[src/rtl/row_render_pipe.sv]
// rtl/row_render_pipe.sv - two-stage row hit test with double-buffered texel slice store and shading
module row_render_pipe #(
   parameter int H_VIEW   = 640,
   parameter int SIZE_W   = 11,
   parameter int POS_W    = 10,
   parameter int TEX_BITS = 6,
   parameter int CH_W     = 2
) (
   input  logic                  clk,
   input  logic                  reset_n,
   input  logic                  col_start,
   input  logic                  side,
   input  logic [SIZE_W-1:0]     size,
   input  logic                  vinf,
   input  logic [TEX_BITS-1:0]   leak,
   input  logic [3*CH_W-1:0]     bg_rgb,
   input  logic                  ld_valid,
   input  logic [3*CH_W-1:0]     ld_data,
   output logic                  ld_ready,
   input  logic                  px_valid,
   input  logic [POS_W-1:0]      hpos,
   input  logic [TEX_BITS-1:0]   texv,
   output logic                  o_valid,
   output logic                  o_hit,
   output logic [3*CH_W-1:0]     o_rgb,
   output logic                  underrun
);

   localparam int HALF  = H_VIEW / 2;
   localparam int RGB_W = 3 * CH_W;
   localparam int DEPTH = 2 ** TEX_BITS;
   localparam int SW    = ((SIZE_W > POS_W) ? SIZE_W : POS_W) + 2;
   localparam logic [TEX_BITS:0] FULL = (TEX_BITS + 1)'(DEPTH);

   // Bank b occupies mem[b*DEPTH +: DEPTH]; the load bank is always ~rbank.
   logic [RGB_W-1:0]    mem [0:2*DEPTH-1];
   logic [TEX_BITS:0]   cnt;
   logic                rbank;
   logic                l_side;
   logic                l_vinf;
   logic [SIZE_W-1:0]   l_size;
   logic [TEX_BITS-1:0] l_leak;

   logic                we;
   logic [TEX_BITS:0]   cnt_nxt;
   logic                full_nxt;

   assign we       = ld_valid & ld_ready;
   assign cnt_nxt  = cnt + {{TEX_BITS{1'b0}}, we};
   assign full_nxt = (cnt_nxt == FULL);

   always_ff @(posedge clk) begin
      if (we)
         mem[{~rbank, cnt[TEX_BITS-1:0]}] <= ld_data;
   end

   always_ff @(posedge clk or negedge reset_n) begin
      if (!reset_n) begin
         cnt      <= '0;
         rbank    <= 1'b0;
         ld_ready <= 1'b1;
         underrun <= 1'b0;
         l_side   <= 1'b0;
         l_vinf   <= 1'b0;
         l_size   <= '0;
         l_leak   <= '0;
      end else begin
         underrun <= 1'b0;
         cnt      <= cnt_nxt;
         ld_ready <= !full_nxt;
         if (col_start) begin
            l_side <= side;
            l_vinf <= vinf;
            l_size <= size;
            l_leak <= leak;
            // A final write in this same cycle still counts toward a full bank.
            if (full_nxt) begin
               rbank    <= ~rbank;
               cnt      <= '0;
               ld_ready <= 1'b1;
            end else begin
               underrun <= 1'b1;
            end
         end
      end
   end

   // Signed with headroom so HALF-size can go negative and HALF+size cannot overflow.
   logic signed [SW-1:0] s_half, s_hpos, s_size, s_lo, s_hi;
   logic                 hit_c;

   always_comb begin
      s_half = SW'(HALF);
      s_hpos = $signed({{(SW-POS_W){1'b0}}, hpos});
      s_size = $signed({{(SW-SIZE_W){1'b0}}, size == size ? l_size : l_size});
      s_lo   = s_half - s_size;
      s_hi   = s_half + s_size;
      hit_c  = (texv >= l_leak) &
               (l_vinf | (((s_hpos < s_half) | (texv != '0)) &
                          ((s_size > s_half) | ((s_lo <= s_hpos) & (s_hpos <= s_hi)))));
   end

   logic                s1_valid;
   logic                s1_hit;
   logic                s1_side;
   logic                s1_bank;
   logic [TEX_BITS-1:0] s1_texv;
   logic [RGB_W-1:0]    s1_bg;

   always_ff @(posedge clk or negedge reset_n) begin
      if (!reset_n) begin
         s1_valid <= 1'b0;
         s1_hit   <= 1'b0;
         s1_side  <= 1'b0;
         s1_bank  <= 1'b0;
         s1_texv  <= '0;
         s1_bg    <= '0;
      end else begin
         s1_valid <= px_valid;
         if (px_valid) begin
            s1_hit  <= hit_c;
            s1_side <= l_side;
            s1_bank <= rbank;
            s1_texv <= texv;
            s1_bg   <= bg_rgb;
         end
      end
   end

   logic [RGB_W-1:0] texel;
   logic [RGB_W-1:0] shaded;

   always_comb begin
      texel  = mem[{s1_bank, s1_texv}];
      shaded = '0;
      for (int c = 0; c < 3; c++)
         shaded[c*CH_W +: CH_W] = texel[c*CH_W +: CH_W] >> 1;
   end

   always_ff @(posedge clk or negedge reset_n) begin
      if (!reset_n) begin
         o_valid <= 1'b0;
         o_hit   <= 1'b0;
         o_rgb   <= '0;
      end else begin
         o_valid <= s1_valid;
         if (s1_valid) begin
            o_hit <= s1_hit;
            if (!s1_hit)
               o_rgb <= s1_bg;
            else if (s1_side)
               o_rgb <= texel;
            else
               o_rgb <= shaded;
         end
      end
   end

endmodule

[config.mk]
export PLATFORM = sky130hd
export DESIGN_NAME = row_render_pipe
export DESIGN_NICKNAME = d
export VERILOG_FILES = /design/src/rtl/row_render_pipe.sv
export SDC_FILE = /design/constraint.sdc
export NUM_CORES = 1
export LEC_CHECK = 0
export ABC_AREA = 1
export CAP_MARGIN = 20
export CORE_MARGIN = 5
export CORE_UTILIZATION = 67
export CTS_CLUSTER_DIAMETER = 50
export DETAILED_ROUTE_END_ITERATION = 10
export PLACE_DENSITY = 0.84
export SYNTH_ARGS = -nofsm -noshare
export SYNTH_HDL_FRONTEND = slang
export SYNTH_SLANG_ARGS = --single-unit
[constraint.sdc]
create_clock -name clk -period 3.9 [get_ports clk]
set_input_delay 0.585 -clock clk [delete_from_list [all_inputs] [get_ports clk]]
set_output_delay 0.585 -clock clk [all_outputs]
set_load 0.05 [all_outputs]
==> impl_metrics.ini <==
[worst_setup_path]
start_kind = flop
path_class = flop to flop
critical_path_required_ns = 4.39
critPathMaxFanout = 154
critPathArrivalTime_ns = 3.93
end_kind = flop

[power]
finalPower_mw = 20.59
p_per_area_nw_per_um2 = 539.8
ir_drop_uv = 500.2
leakagePower_nw = 13.91

[finish]
area_delta_synth_final_pct = 10.43
nets = 3139
num_antenna_cells = 0
layout-drive-gt1-share_pct = 5.637

[routing]
wl_per_cell_um = 23.11
vias = 24320
ant_nets = 0
drtIter0Drc = 3993
route.detailed.drc = 0
first_pass_iters = 7
viasPerCell = 6.396
wl_um = 87870

[floorplanning]
initial_core_util_pct = 67.47
io_pins = 62
fp.dieH_um = 237.1
core-area_um2 = 51200
rows = 83
die_w_um = 237.1
die_area_um2 = 56200

[sta]
hold_viol = 0
setup-violations-final = 0
finalWorstSetupSlack_ns = 0.4599
rsz0062_at_grt = no
clock.fmax_mhz = 290.7
fin_setup_tns_ns = 0
fin_skew_ns = 0.02234
post-route-period-util_pct = 88.21
tightest_slew_ns = 1.017
min_period_ns = 3.440
slew_viol_final = 0
slew_headroom_pct = 31.71

[synth]
syn-num-nets = 3138
yosys_warnings = 0
synth_cell_types = 31
ys_seq_area_share_pct = 70.61
syn_area_per_cell_um2 = 11.31
synth_cells = 3054
ys_top_cells_by_count = 955 x nand2_1, 768 x edfxtp_1, 740 x nand3_1
syn_area_um2 = 34540
ys_ff_latch = 821
synth.most_common_cell = nand2_1
synth_top_cells_by_area = edfxtp_1 67%, nand3_1 11%, nand2_1 10%
synth_edf_count = 768
async_flop_share_pct = 6.456
synth_area_leader_cell = edfxtp_1
ys.flop_type = edfxtp_1
yosys.area.top_type_share_pct = 66.77

[cts]
worst_skew_pair.late_latency_ns = 0.63
clkTransAtPathRegs_ns = 0.07
cts_tree = yes
post-cts-setup-buffers = 0
ctsResizeCount = 0
numCtsBuffers = 79
cts-root-buf = clkbuf_16
hold_buffers = 1
cts.sinks = 821
cts_max_level = 3
clk_path_buf_depth = 3

[global_routing]
antenna_found_initial = 0
grt-ovfl-total = 0
grt_max_degree = 155
grt_use_total_pct = 30.82
grt_pass1_wl_um = 134000
grt_pass1_vias = 23830

[run]
drv_cap = 0

[status]
status = finished, final reports clean

[place]
pre_cts_ws_ns = 0.6153
dpl.hpwl_um = 49750
place_congestion = 0.9079
numPortBuffers = 61

[min_path]
hp-class = input pin to async pin
critical path, stage by stage, from the launching register on:
cell      delay, ns
dfrtp_4        0.75
clkinv_8       0.55
buf_12         0.45
nand2_1        0.10
nand3_1        0.08
nand3_1        0.19
nand3_1        0.12
nand2_1        0.12
nand2_1        0.08
nand3_1        0.16
nand3_1        0.15
nand3_1        0.11
nand3_1        0.09
nand2_1        0.09
nand2_1        0.05
power breakdown:
part	switching, mW	leakage, nW	total (mW)	internal [mW]
clock	3.25	1.31	7.95	4.70
combinational	1.96	5.06	2.62	0.655
sequential	0.165	7.54	10.0	9.86
cell usage in the layout, fill, tap and decap left out, drive strengths merged, types with 4 or more instances in the layout:
cell / instances
nand2: 955
edfxtp: 768
nand3: 740
nor2: 149
clkbuf: 102
inv: 79
clkdlybuf4s50: 54
dfrtp: 52
buf: 48
o21ai: 39
ha: 32
clkinv: 29
a21oi: 18
nor3: 14
xor2: 12
bufinv: 11
clkinvlp: 4
cell families (layout without fill, tap and decap cells):
group	after synthesis	count (layout)	synth area share, %
AND/OR/NAND/NOR	1864	1864	23.03
buffers and inverters	260	328	3.883
AO/OA/AOI/OAI	63	63	0.9599
adder cells (fa/ha/maj)	32	32	1.159
XOR/XNOR	14	14	0.3550
flip-flops	821	821	70.61
stage by stage:
step           area (um2)  utilization, %  hold slack, ns  instances
6_report            38150           74.51          0.3408       3802
5_1_grt             38150           74.51          0.3649       3802
4_1_cts             38150           74.51          0.3218       3802
3_5_place_dp        35440           69.21          0.4265       3653
3_3_place_gp        35440           69.21          0.4234       3653
2_1_floorplan       34540               -          0.2894       3054
worst paths after layout:
kind,start,end,slack [ns],depth (start not counted)
min in group clk,ld_data[2],mem[69][2]$_DFFE_PP_,0.43,1
max in group asynchronous,reset_n,s1_texv[2]$_DFFE_PN0P_,2.67,3
hold reg to reg,s1_bg[1]$_DFFE_PN0P_,s1_bg[1]$_DFFE_PN0P_,0.49,2
setup / recovery,s1_texv[0]$_DFFE_PN0P_,o_rgb[0]$_DFFE_PN0P_,0.46,14
setup reg to reg,s1_texv[0]$_DFFE_PN0P_,o_rgb[0]$_DFFE_PN0P_,0.46,14
hold / removal,reset_n,l_size[0]$_DFFE_PN0P_,0.34,2
sequential cells by signal, summed over array words and instances, names as in the netlist:
signal	flops
l_side	1
ld_ready	1
s1_side	1
l_size	11
underrun	1
mem	768
cnt	7
s1_hit	1
o_hit	1
s1_bg	6
s1_valid	1
s1_texv	6
o_valid	1
rbank	1
l_vinf	1
l_leak	6
s1_bank	1
o_rgb	6
final cells by class:
| type | instances | area [um2] |
|---|---|---|
| flip-flops and latches | 821 | 24400 |
| fillers | 3011 | 13050 |
| inverters | 77 | 307.8 |
| clock buffers | 102 | 2180 |
| multi-input cells | 1973 | 8811 |
| well taps | 680 | 850.8 |
| clock inverters | 46 | 519.2 |
| repair buffers | 103 | 1075 |
layer usage:
| layer | routed length, um | track usage, % |
|---|---|---|
| met1 | 30620 | 40.66 |
| met2 | 42290 | 49.96 |
| met3 | 10310 | 6.103 |
| met5 | 0 | 0 |
| met4 | 4655 | 14.85 |
Power figures use the tool's default switching activity.
